`config.mk`:
```
export PLATFORM = sky130hd
export DESIGN_NAME = bcp_cmd_driver_flat
export DESIGN_NICKNAME = d
export VERILOG_FILES = /design/src/rtl/bcp_cmd_driver_if.sv /design/src/rtl/bcp_cmd_driver.sv /design/src/flat_wrapper.sv
export SDC_FILE = /design/constraint.sdc
export NUM_CORES = 1
export LEC_CHECK = 0
export BUFFER_PORTS_ARGS = -buffer_cell sky130_fd_sc_hd__buf_2
export CAP_MARGIN = 10
export CORE_ASPECT_RATIO = 1.25
export CORE_UTILIZATION = 60
export DETAILED_ROUTE_END_ITERATION = 10
export PLACE_DENSITY = 0.92
export SLEW_MARGIN = 10
export SYNTH_ARGS = -nofsm -noshare
export SYNTH_HDL_FRONTEND = slang
export SYNTH_SLANG_ARGS = --single-unit
```
`constraint.sdc`:
```
create_clock -name clk_i -period 13.5 [get_ports clk_i]
set_clock_uncertainty 0.2 [all_clocks]
set_input_delay 2.7 -clock clk_i [delete_from_list [all_inputs] [get_ports clk_i]]
set_output_delay 2.7 -clock clk_i [all_outputs]
set_load 0.05 [all_outputs]
```
`src/rtl/bcp_cmd_driver_if.sv`:
```
// rtl/bcp_cmd_driver_if.sv - Command, response and accelerator register bundle for bcp_cmd_driver.
// master = driver side, slave = solver/accelerator environment side.
interface bcp_cmd_driver_if #(
  parameter int VARIABLE_ENCODING_LEN = 5,
  parameter int CLAUSE_ID_LEN         = 7
);
  localparam int L = VARIABLE_ENCODING_LEN + 1;

  logic                     cmd_valid_i;
  logic                     cmd_ready_o;
  logic [1:0]               cmd_op_i;
  logic [CLAUSE_ID_LEN-1:0] cmd_clause_id_i;
  logic [3*L-1:0]           cmd_lits_i;

  logic                     rsp_valid_o;
  logic                     rsp_ready_i;
  logic [31:0]              rsp_status_o;
  logic [L-1:0]             rsp_impl_o;
  logic                     rsp_last_o;
  logic                     rsp_overflow_o;
  logic                     busy_o;

  logic [31:0]              axi_reg0_o;
  logic [31:0]              axi_reg1_o;
  logic [31:0]              axi_reg2_o;
  logic [31:0]              axi_reg3_o;
  logic [31:0]              axi_reg4_i;
  logic [L-1:0]             axi_reg5_i;
  logic                     clear_cpu_req_i;
  logic                     write_status_reg_i;

  modport master (
    input  cmd_valid_i, cmd_op_i, cmd_clause_id_i, cmd_lits_i, rsp_ready_i,
           axi_reg4_i, axi_reg5_i, clear_cpu_req_i, write_status_reg_i,
    output cmd_ready_o, rsp_valid_o, rsp_status_o, rsp_impl_o, rsp_last_o,
           rsp_overflow_o, busy_o, axi_reg0_o, axi_reg1_o, axi_reg2_o, axi_reg3_o
  );

  modport slave (
    output cmd_valid_i, cmd_op_i, cmd_clause_id_i, cmd_lits_i, rsp_ready_i,
           axi_reg4_i, axi_reg5_i, clear_cpu_req_i, write_status_reg_i,
    input  cmd_ready_o, rsp_valid_o, rsp_status_o, rsp_impl_o, rsp_last_o,
           rsp_overflow_o, busy_o, axi_reg0_o, axi_reg1_o, axi_reg2_o, axi_reg3_o
  );
endinterface

```
`src/rtl/bcp_cmd_driver.sv`:
```
// rtl/bcp_cmd_driver.sv - Host-side BCP accelerator command driver with response FIFO.
// Optional issue-to-status watchdog enabled by defining BCP_CMD_DRIVER_TIMEOUT_EN.
module bcp_cmd_driver #(
  parameter int VARIABLE_ENCODING_LEN = 5,
  parameter int CLAUSE_ID_LEN         = 7,
  parameter int RSP_FIFO_DEPTH        = 8,
  parameter int TIMEOUT_CYCLES        = 4096
) (
  input logic              clk_i,
  input logic              rst_ni,
  bcp_cmd_driver_if.master bus
);
  localparam int L  = VARIABLE_ENCODING_LEN + 1;
  localparam int PW = $clog2(RSP_FIFO_DEPTH);
  localparam int CW = PW + 1;

  localparam logic [1:0]  OP_NOP  = 2'b00;
  localparam logic [1:0]  OP_UPD  = 2'b01;
  localparam logic [31:0] ST_DONE = 32'd1;
  localparam logic [31:0] ST_IMPL = 32'd6;

  typedef enum logic [1:0] {IDLE, ISSUE, WAIT_ACK, WAIT_STATUS} state_t;
  state_t state_q, state_d;

  logic [31:0]   reg0_q, reg1_q, reg2_q, reg3_q;
  logic          rdy_en_q;
  logic          wsr_q;
  logic          overflow_q;
  logic [31+L:0] trk_q;

  logic [31:0]   st_mem   [RSP_FIFO_DEPTH];
  logic [L-1:0]  impl_mem [RSP_FIFO_DEPTH];
  logic          last_mem [RSP_FIFO_DEPTH];
  logic [PW-1:0] wr_ptr_q, rd_ptr_q;
  logic [CW-1:0] count_q;

  logic          fifo_empty, accept, capture, pop, reserved_slot, timeout_hit;
  logic          load, clear_op, trk_clear, trk_load, push, drop;
  logic [31:0]   push_status;
  logic [L-1:0]  push_impl;
  logic          push_last;

  assign fifo_empty    = (count_q == '0);
  assign accept        = rdy_en_q && (state_q == IDLE) && fifo_empty && bus.cmd_valid_i;
  assign pop           = !fifo_empty && bus.rsp_ready_i;
  assign reserved_slot = (count_q == CW'(RSP_FIFO_DEPTH - 1));
  // A held strobe still yields a new capture whenever the status/implication pair changes.
  assign capture       = bus.write_status_reg_i &&
                         (!wsr_q || ({bus.axi_reg4_i, bus.axi_reg5_i} != trk_q));

`ifdef BCP_CMD_DRIVER_TIMEOUT_EN
  logic [31:0] tmo_cnt_q;

  always_ff @(posedge clk_i or negedge rst_ni) begin
    if (!rst_ni) begin
      tmo_cnt_q <= '0;
    end else if (load) begin
      tmo_cnt_q <= 32'd1;
    end else if ((state_q == WAIT_ACK) || (state_q == WAIT_STATUS)) begin
      tmo_cnt_q <= tmo_cnt_q + 32'd1;
    end
  end

  assign timeout_hit = ((state_q == WAIT_ACK) || (state_q == WAIT_STATUS)) &&
                       (tmo_cnt_q >= 32'(TIMEOUT_CYCLES));
`else
  logic unused_timeout;
  assign unused_timeout = ^TIMEOUT_CYCLES;
  assign timeout_hit    = 1'b0;
`endif

  always_ff @(posedge clk_i or negedge rst_ni) begin
    if (!rst_ni) begin
      state_q <= IDLE;
    end else begin
      state_q <= state_d;
    end
  end

  always_comb begin
    state_d     = state_q;
    load        = 1'b0;
    clear_op    = 1'b0;
    trk_clear   = 1'b0;
    trk_load    = 1'b0;
    push        = 1'b0;
    drop        = 1'b0;
    push_status = '0;
    push_impl   = '0;
    push_last   = 1'b0;
    unique case (state_q)
      IDLE: begin
        if (accept) begin
          if (bus.cmd_op_i == OP_NOP) begin
            push        = 1'b1;
            push_status = ST_DONE;
            push_last   = 1'b1;
          end else begin
            load    = 1'b1;
            state_d = WAIT_ACK;
          end
        end
      end
      // Issue happens on the acceptance edge; this encoding only recovers to WAIT_ACK.
      ISSUE: state_d = WAIT_ACK;
      WAIT_ACK: begin
        if (timeout_hit) begin
          clear_op  = 1'b1;
          push      = 1'b1;
          push_last = 1'b1;
          state_d   = IDLE;
        end else if (bus.clear_cpu_req_i) begin
          clear_op  = 1'b1;
          trk_clear = 1'b1;
          state_d   = WAIT_STATUS;
        end
      end
      WAIT_STATUS: begin
        if (capture) begin
          trk_load = 1'b1;
          if (bus.axi_reg4_i == ST_IMPL) begin
            // The last slot is held back so the terminal response always fits.
            if (reserved_slot) begin
              drop = 1'b1;
            end else begin
              push        = 1'b1;
              push_status = ST_IMPL;
              push_impl   = bus.axi_reg5_i;
            end
          end else begin
            push        = 1'b1;
            push_status = bus.axi_reg4_i;
            push_impl   = bus.axi_reg5_i;
            push_last   = 1'b1;
            state_d     = IDLE;
          end
        end else if (timeout_hit) begin
          clear_op  = 1'b1;
          push      = 1'b1;
          push_last = 1'b1;
          state_d   = IDLE;
        end
      end
    endcase
  end

  always_ff @(posedge clk_i or negedge rst_ni) begin
    if (!rst_ni) begin
      reg0_q <= '0;
      reg1_q <= '0;
      reg2_q <= '0;
      reg3_q <= '0;
    end else if (load) begin
      if (bus.cmd_op_i == OP_UPD) begin
        reg0_q <= (32'(bus.cmd_clause_id_i) << 2) | 32'(bus.cmd_op_i);
        reg2_q <= 32'(bus.cmd_lits_i[L +: L]);
        reg3_q <= 32'(bus.cmd_lits_i[2*L +: L]);
      end else begin
        reg0_q <= 32'(bus.cmd_op_i);
        reg2_q <= '0;
        reg3_q <= '0;
      end
      reg1_q <= 32'(bus.cmd_lits_i[0 +: L]);
    end else if (clear_op) begin
      reg0_q[1:0] <= 2'b00;
    end
  end

  always_ff @(posedge clk_i or negedge rst_ni) begin
    if (!rst_ni) begin
      rdy_en_q   <= 1'b0;
      wsr_q      <= 1'b0;
      overflow_q <= 1'b0;
      trk_q      <= '0;
    end else begin
      rdy_en_q   <= 1'b1;
      wsr_q      <= bus.write_status_reg_i;
      overflow_q <= overflow_q | drop;
      if (trk_clear) begin
        trk_q <= '0;
      end else if (trk_load) begin
        trk_q <= {bus.axi_reg4_i, bus.axi_reg5_i};
      end
    end
  end

  always_ff @(posedge clk_i or negedge rst_ni) begin
    if (!rst_ni) begin
      wr_ptr_q <= '0;
      rd_ptr_q <= '0;
      count_q  <= '0;
    end else begin
      if (push) wr_ptr_q <= wr_ptr_q + PW'(1);
      if (pop)  rd_ptr_q <= rd_ptr_q + PW'(1);
      count_q <= count_q + CW'(push) - CW'(pop);
    end
  end

  always_ff @(posedge clk_i) begin
    if (push) begin
      st_mem[wr_ptr_q]   <= push_status;
      impl_mem[wr_ptr_q] <= push_impl;
      last_mem[wr_ptr_q] <= push_last;
    end
  end

  assign bus.cmd_ready_o    = rdy_en_q && (state_q == IDLE) && fifo_empty;
  assign bus.busy_o         = (state_q != IDLE);
  assign bus.rsp_valid_o    = !fifo_empty;
  assign bus.rsp_status_o   = fifo_empty ? '0 : st_mem[rd_ptr_q];
  assign bus.rsp_impl_o     = fifo_empty ? '0 : impl_mem[rd_ptr_q];
  assign bus.rsp_last_o     = fifo_empty ? 1'b0 : last_mem[rd_ptr_q];
  assign bus.rsp_overflow_o = overflow_q;
  assign bus.axi_reg0_o     = reg0_q;
  assign bus.axi_reg1_o     = reg1_q;
  assign bus.axi_reg2_o     = reg2_q;
  assign bus.axi_reg3_o     = reg3_q;
endmodule
```
`src/flat_wrapper.sv`:
```
// flat-port wrapper written by rule: the top's interface ports become plain ports
module bcp_cmd_driver_flat 
#(
  parameter int VARIABLE_ENCODING_LEN = 5,
  parameter int CLAUSE_ID_LEN         = 7,
  parameter int RSP_FIFO_DEPTH        = 8,
  parameter int TIMEOUT_CYCLES        = 4096
)
  (clk_i, rst_ni, bus_cmd_valid_i, bus_cmd_op_i, bus_cmd_clause_id_i, bus_cmd_lits_i, bus_rsp_ready_i, bus_axi_reg4_i, bus_axi_reg5_i, bus_clear_cpu_req_i, bus_write_status_reg_i, bus_cmd_ready_o, bus_rsp_valid_o, bus_rsp_status_o, bus_rsp_impl_o, bus_rsp_last_o, bus_rsp_overflow_o, bus_busy_o, bus_axi_reg0_o, bus_axi_reg1_o, bus_axi_reg2_o, bus_axi_reg3_o);
  bcp_cmd_driver_if #(.VARIABLE_ENCODING_LEN(VARIABLE_ENCODING_LEN), .CLAUSE_ID_LEN(CLAUSE_ID_LEN)) bus_i ();
  input logic clk_i;
  input logic rst_ni;
  input wire logic [$bits(bus_i.cmd_valid_i)-1:0] bus_cmd_valid_i;
  input wire logic [$bits(bus_i.cmd_op_i)-1:0] bus_cmd_op_i;
  input wire logic [$bits(bus_i.cmd_clause_id_i)-1:0] bus_cmd_clause_id_i;
  input wire logic [$bits(bus_i.cmd_lits_i)-1:0] bus_cmd_lits_i;
  input wire logic [$bits(bus_i.rsp_ready_i)-1:0] bus_rsp_ready_i;
  input wire logic [$bits(bus_i.axi_reg4_i)-1:0] bus_axi_reg4_i;
  input wire logic [$bits(bus_i.axi_reg5_i)-1:0] bus_axi_reg5_i;
  input wire logic [$bits(bus_i.clear_cpu_req_i)-1:0] bus_clear_cpu_req_i;
  input wire logic [$bits(bus_i.write_status_reg_i)-1:0] bus_write_status_reg_i;
  output wire logic [$bits(bus_i.cmd_ready_o)-1:0] bus_cmd_ready_o;
  output wire logic [$bits(bus_i.rsp_valid_o)-1:0] bus_rsp_valid_o;
  output wire logic [$bits(bus_i.rsp_status_o)-1:0] bus_rsp_status_o;
  output wire logic [$bits(bus_i.rsp_impl_o)-1:0] bus_rsp_impl_o;
  output wire logic [$bits(bus_i.rsp_last_o)-1:0] bus_rsp_last_o;
  output wire logic [$bits(bus_i.rsp_overflow_o)-1:0] bus_rsp_overflow_o;
  output wire logic [$bits(bus_i.busy_o)-1:0] bus_busy_o;
  output wire logic [$bits(bus_i.axi_reg0_o)-1:0] bus_axi_reg0_o;
  output wire logic [$bits(bus_i.axi_reg1_o)-1:0] bus_axi_reg1_o;
  output wire logic [$bits(bus_i.axi_reg2_o)-1:0] bus_axi_reg2_o;
  output wire logic [$bits(bus_i.axi_reg3_o)-1:0] bus_axi_reg3_o;
  assign bus_i.cmd_valid_i = bus_cmd_valid_i;
  assign bus_i.cmd_op_i = bus_cmd_op_i;
  assign bus_i.cmd_clause_id_i = bus_cmd_clause_id_i;
  assign bus_i.cmd_lits_i = bus_cmd_lits_i;
  assign bus_i.rsp_ready_i = bus_rsp_ready_i;
  assign bus_i.axi_reg4_i = bus_axi_reg4_i;
  assign bus_i.axi_reg5_i = bus_axi_reg5_i;
  assign bus_i.clear_cpu_req_i = bus_clear_cpu_req_i;
  assign bus_i.write_status_reg_i = bus_write_status_reg_i;
  assign bus_cmd_ready_o = bus_i.cmd_ready_o;
  assign bus_rsp_valid_o = bus_i.rsp_valid_o;
  assign bus_rsp_status_o = bus_i.rsp_status_o;
  assign bus_rsp_impl_o = bus_i.rsp_impl_o;
  assign bus_rsp_last_o = bus_i.rsp_last_o;
  assign bus_rsp_overflow_o = bus_i.rsp_overflow_o;
  assign bus_busy_o = bus_i.busy_o;
  assign bus_axi_reg0_o = bus_i.axi_reg0_o;
  assign bus_axi_reg1_o = bus_i.axi_reg1_o;
  assign bus_axi_reg2_o = bus_i.axi_reg2_o;
  assign bus_axi_reg3_o = bus_i.axi_reg3_o;
  bcp_cmd_driver #(.VARIABLE_ENCODING_LEN(VARIABLE_ENCODING_LEN), .CLAUSE_ID_LEN(CLAUSE_ID_LEN), .RSP_FIFO_DEPTH(RSP_FIFO_DEPTH), .TIMEOUT_CYCLES(TIMEOUT_CYCLES)) u_core (.clk_i(clk_i), .rst_ni(rst_ni), .bus(bus_i));
endmodule
```
==> results by stage <==
Status:
- The flow ran to the end, and the final reports show no timing, DRC or antenna violations.

Timing:
- The worst slew slack as a fraction of its limit is 13.62%.
- The worst path needs 6.301 ns of the cycle, external delays included.
- The total count of max-transition violations in the final report is 0.
- The highest achievable clock rate is 158.7 MHz.
- Setup repair after global routing left no endpoint under its margin.
- The setup TNS after final layout is 0 ns.
- The total setup violations reported at the end of the flow is 0.
- The final clock period utilization by the worst path is 46.68%.
- The actual slew at the worst max-slew pin is 1.296 ns.
- The hold violation total from the final report is 0.

Synth:
- The synthesis warning total is 0.
- Of the synthesized area, sequential elements account for 67.66%.
- Ranked by total cell area, the synthesized netlist is headed by sky130_fd_sc_hd__edfxtp_1, sky130_fd_sc_hd__dfrtp_1, sky130_fd_sc_hd__mux4_2.
- The share of the synthesized area in the top cell type is 55.75%.
- The number of unique standard cell types used by synthesis is 47.
- In the synthesized netlist, the cells that appear most often are sky130_fd_sc_hd__edfxtp_1, sky130_fd_sc_hd__buf_4, sky130_fd_sc_hd__dfrtp_1.
- The count of state elements after synthesis is 392.
- The most numerous cell in the Yosys netlist is sky130_fd_sc_hd__edfxtp_1.
- The cell type contributing the most total cell area after synthesis is sky130_fd_sc_hd__edfxtp_1.
- The primary flip-flop cell chosen by synthesis mapping is sky130_fd_sc_hd__edfxtp_1.
- The synthesized design contains 312 enable-type register cells.
- Averaged over all synthesized cells, the footprint is 16.28 sq um.
- The proportion of synthesized flip-flops having asynchronous set or reset is 20.41%.
- The synthesized netlist occupies a cell area of 16810 sq um.
- The number of instances in the synthesized netlist is 1032.

Pwr:
- For this design the ratio of total power to cell area is 219.0 nW/um^2.
- The leakage power is 7.319 nW.
- VDD sags by at most 0.1256 mV.

Clocking:
- In this run the number of H-tree levels came out at 2.
- The number of buffers added by the clock tree synthesis step is 36.
- After clock tree synthesis, the clock-pin slew on the worst setup and hold paths is 0.07 ns.
- TritonCTS built the clock tree.
- The number of gates resized after cts is 0.
- The clock insertion delay at the later pin of the skew report is 0.53 ns.
- The maximum clock insertion buffer count is 3.
- The tree is rooted in a sky130_fd_sc_hd__clkbuf_16.
- The post-cts hold buffer count is 0.
- The number of buffers added for setup after CTS is 0.
- The tree built by TritonCTS fans out to 392 sinks.

Drt:
- The count of nets left with antenna violations once routing finished came out at 0.
- Summed over all layers, the routed wires come to 37.47 mm.
- After detailed routing, the met2 layer carries 18.36 mm of wire.
- The number of remaining DRC errors is 0.
- The first routing iteration left 1131 violations.
- In the final routed layout, each cell accounts on average for 24.05 um.
- The wire length on met1 is 13.20 mm.
- The routed design uses 3.765 mm of met3 wire.
- Using the TritonRoute via totals, the vias-per-cell ratio works out to 6.155.
- The first detailed-routing pass ran for 6 iterations.
- The routed layout has 9590 vias.
- Routed signal wires occupy layers up through met5.

Finish:
- The count of filler cells inserted in the layout is 1631.
- The final layout net count is 1261.
- Cells with a size suffix above 1 make up 27.14% of the layout.
- The area taken by flip-flops and latches is 11380 sq um.
- The area growth from synthesis to layout is 11.76%.
- Excluding fillers, the count of instances in the completed layout stands at 1558.
- After routing the design area is 18780 sq um.
- The area taken by multi-input logic gates is 4688 sq um.

Global route:
- The global-route wire length before repair is 56.45 mm.
- The maximum number of pins on one net before global-route repair is 81.
- The number of antenna violations at the first check in global routing was 5.
- For this run, the total global-route usage over all layers was measured as 27.09%.
- The total overflow left after global routing is 0.
- The number of global-route vias before repair was 9751.

Die:
- The full die area is 28690 sq um.
- The initial core utilization is 60.97%.
- In this run the core area contains 68 standard-cell rows.
- The I/O pin count is 242.
- The height of the die is 189.1 um.
- The horizontal die dimension is 151.7 um.
- The area of the core is 27570 sq um.

Worst setup path:
- The element type at the critical path end is an output port.
- The required arrival time at the worst endpoint is 10.60 ns.
- The endpoint arrival time on the critical path is 3.40 ns.
- The worst setup path is of the register to output port kind.
- The sort of element at the start of the critical path is a register.
- The peak fanout along the critical path is 44.

Placement:
- The number of cells after detailed placement is 1489.
- The congestion estimate from routability-driven global placement came to 0.8573.
- Input and output buffers added on the ports amount to 140.
- The wire-length estimate of the detail-placed layout is 22.24 mm.
- The area of placed instances is 17530 sq um.

Worst hold path:
- The type of the tightest min-delay check is register to register.

Job:
- Max-cap violations in this run came to 0.
-- power by group --
group          switching, mW  internal, mW  total, mW
clock network          0.445         0.614       1.06
logic                  0.983         0.485       1.47
registers              0.140          1.45       1.59
total                   1.57          2.55       4.11
-- placed cells by master, fill, tap and decap left out, types with 40 or more instances in the layout --
master and count:
sky130_fd_sc_hd__buf_2 139, sky130_fd_sc_hd__conb_1 102, sky130_fd_sc_hd__dfrtp_1 77, sky130_fd_sc_hd__edfxtp_1 312
sky130_fd_sc_hd__inv_1 44, sky130_fd_sc_hd__mux2i_1 40, sky130_fd_sc_hd__mux4_2 78, sky130_fd_sc_hd__nand3_1 42
sky130_fd_sc_hd__nor2_1 71, sky130_fd_sc_hd__xnor2_1 40
-- flip-flops by register name (all words and copies together) (netlist names), 2 cells and up --
name,count
u_core.bus.axi_reg0_o,9
u_core.bus.axi_reg1_o,6
u_core.bus.axi_reg2_o,6
u_core.bus.axi_reg3_o,6
u_core.count_q,4
u_core.impl_mem,48
u_core.last_mem,8
u_core.rd_ptr_q,3
u_core.st_mem,256
u_core.state_q,2
u_core.trk_q,38
u_core.wr_ptr_q,3
-- layer usage --
layer  up-vias  global-route usage (%)
li1       3984                       -
met1      4670                   33.36
met2       749                   43.83
met3       183                   6.795
met4         4                   14.85
met5         -                       0
-- logic make-up after synthesis --
group,Yosys count,share of synthesized area [%]
xor gates and xnor gates,43,2.241
other,2,0.04469
adders and majority gates,13,1.012
DFF,392,67.66
AOI/OAI and AO/OA,72,3.224
muxes,127,13.44
buffers and inverters,198,6.976
and+or+nand+nor,185,5.405
-- through the flow --
stage / utilization [%] / worst slack [ns] / hold slack, ns / power (mW)
after global routing: 68.11 / 6.948 / 0.3212 / 4.254
after detailed placement: 63.58 / 7.525 / 0.2873 / 3.053
final: 68.13 / 7.199 / 0.3050 / 4.114
after floorplan: - / 5.190 / 0.2904 / 2.745
after global placement: 63.58 / 7.566 / 0.2854 / 3.010
after CTS: 68.10 / 7.075 / 0.3049 / 4.118
-- worst max-delay path, cell delays in order, from the launching register on --
cell and delay [ns]:
sky130_fd_sc_hd__dfrtp_4 0.90, sky130_fd_sc_hd__buf_4 0.81, sky130_fd_sc_hd__mux4_2 0.60, sky130_fd_sc_hd__mux2i_1 0.23, sky130_fd_sc_hd__nor2_1 0.06, sky130_fd_sc_hd__buf_2 0.26
-- area by class of cell --
class / instances / area share [%]
sequential: 392 / 60.58
multi-input combinational: 542 / 24.96
clock buffer: 43 / 5.323
timing repair buffer: 161 / 4.583
tap: 350 / 2.332
clock inverter: 23 / 1.306
inverter: 44 / 0.8794
antenna: 3 / 0.03997
-- final timing paths --
kind	cells past startpoint	startpoint	slack (ns)	endpoint
min in group asynchronous	1	rst_ni	2.14	u_core.bus.axi_reg1_o[5]
max	5	u_core.rd_ptr_q[0]	7.20	bus_rsp_status_o[30]
min	1	u_core.bus.axi_reg3_o[2]	0.31	u_core.bus.axi_reg3_o[2]
min reg2reg	1	u_core.bus.axi_reg3_o[2]	0.31	u_core.bus.axi_reg3_o[2]
max in group asynchronous	1	rst_ni	10.17	u_core.rd_ptr_q[0]
max reg2reg	8	u_core.count_q[2]	8.94	u_core.impl_mem[5][3]
Note: power is estimated with default switching activity, not from simulation.
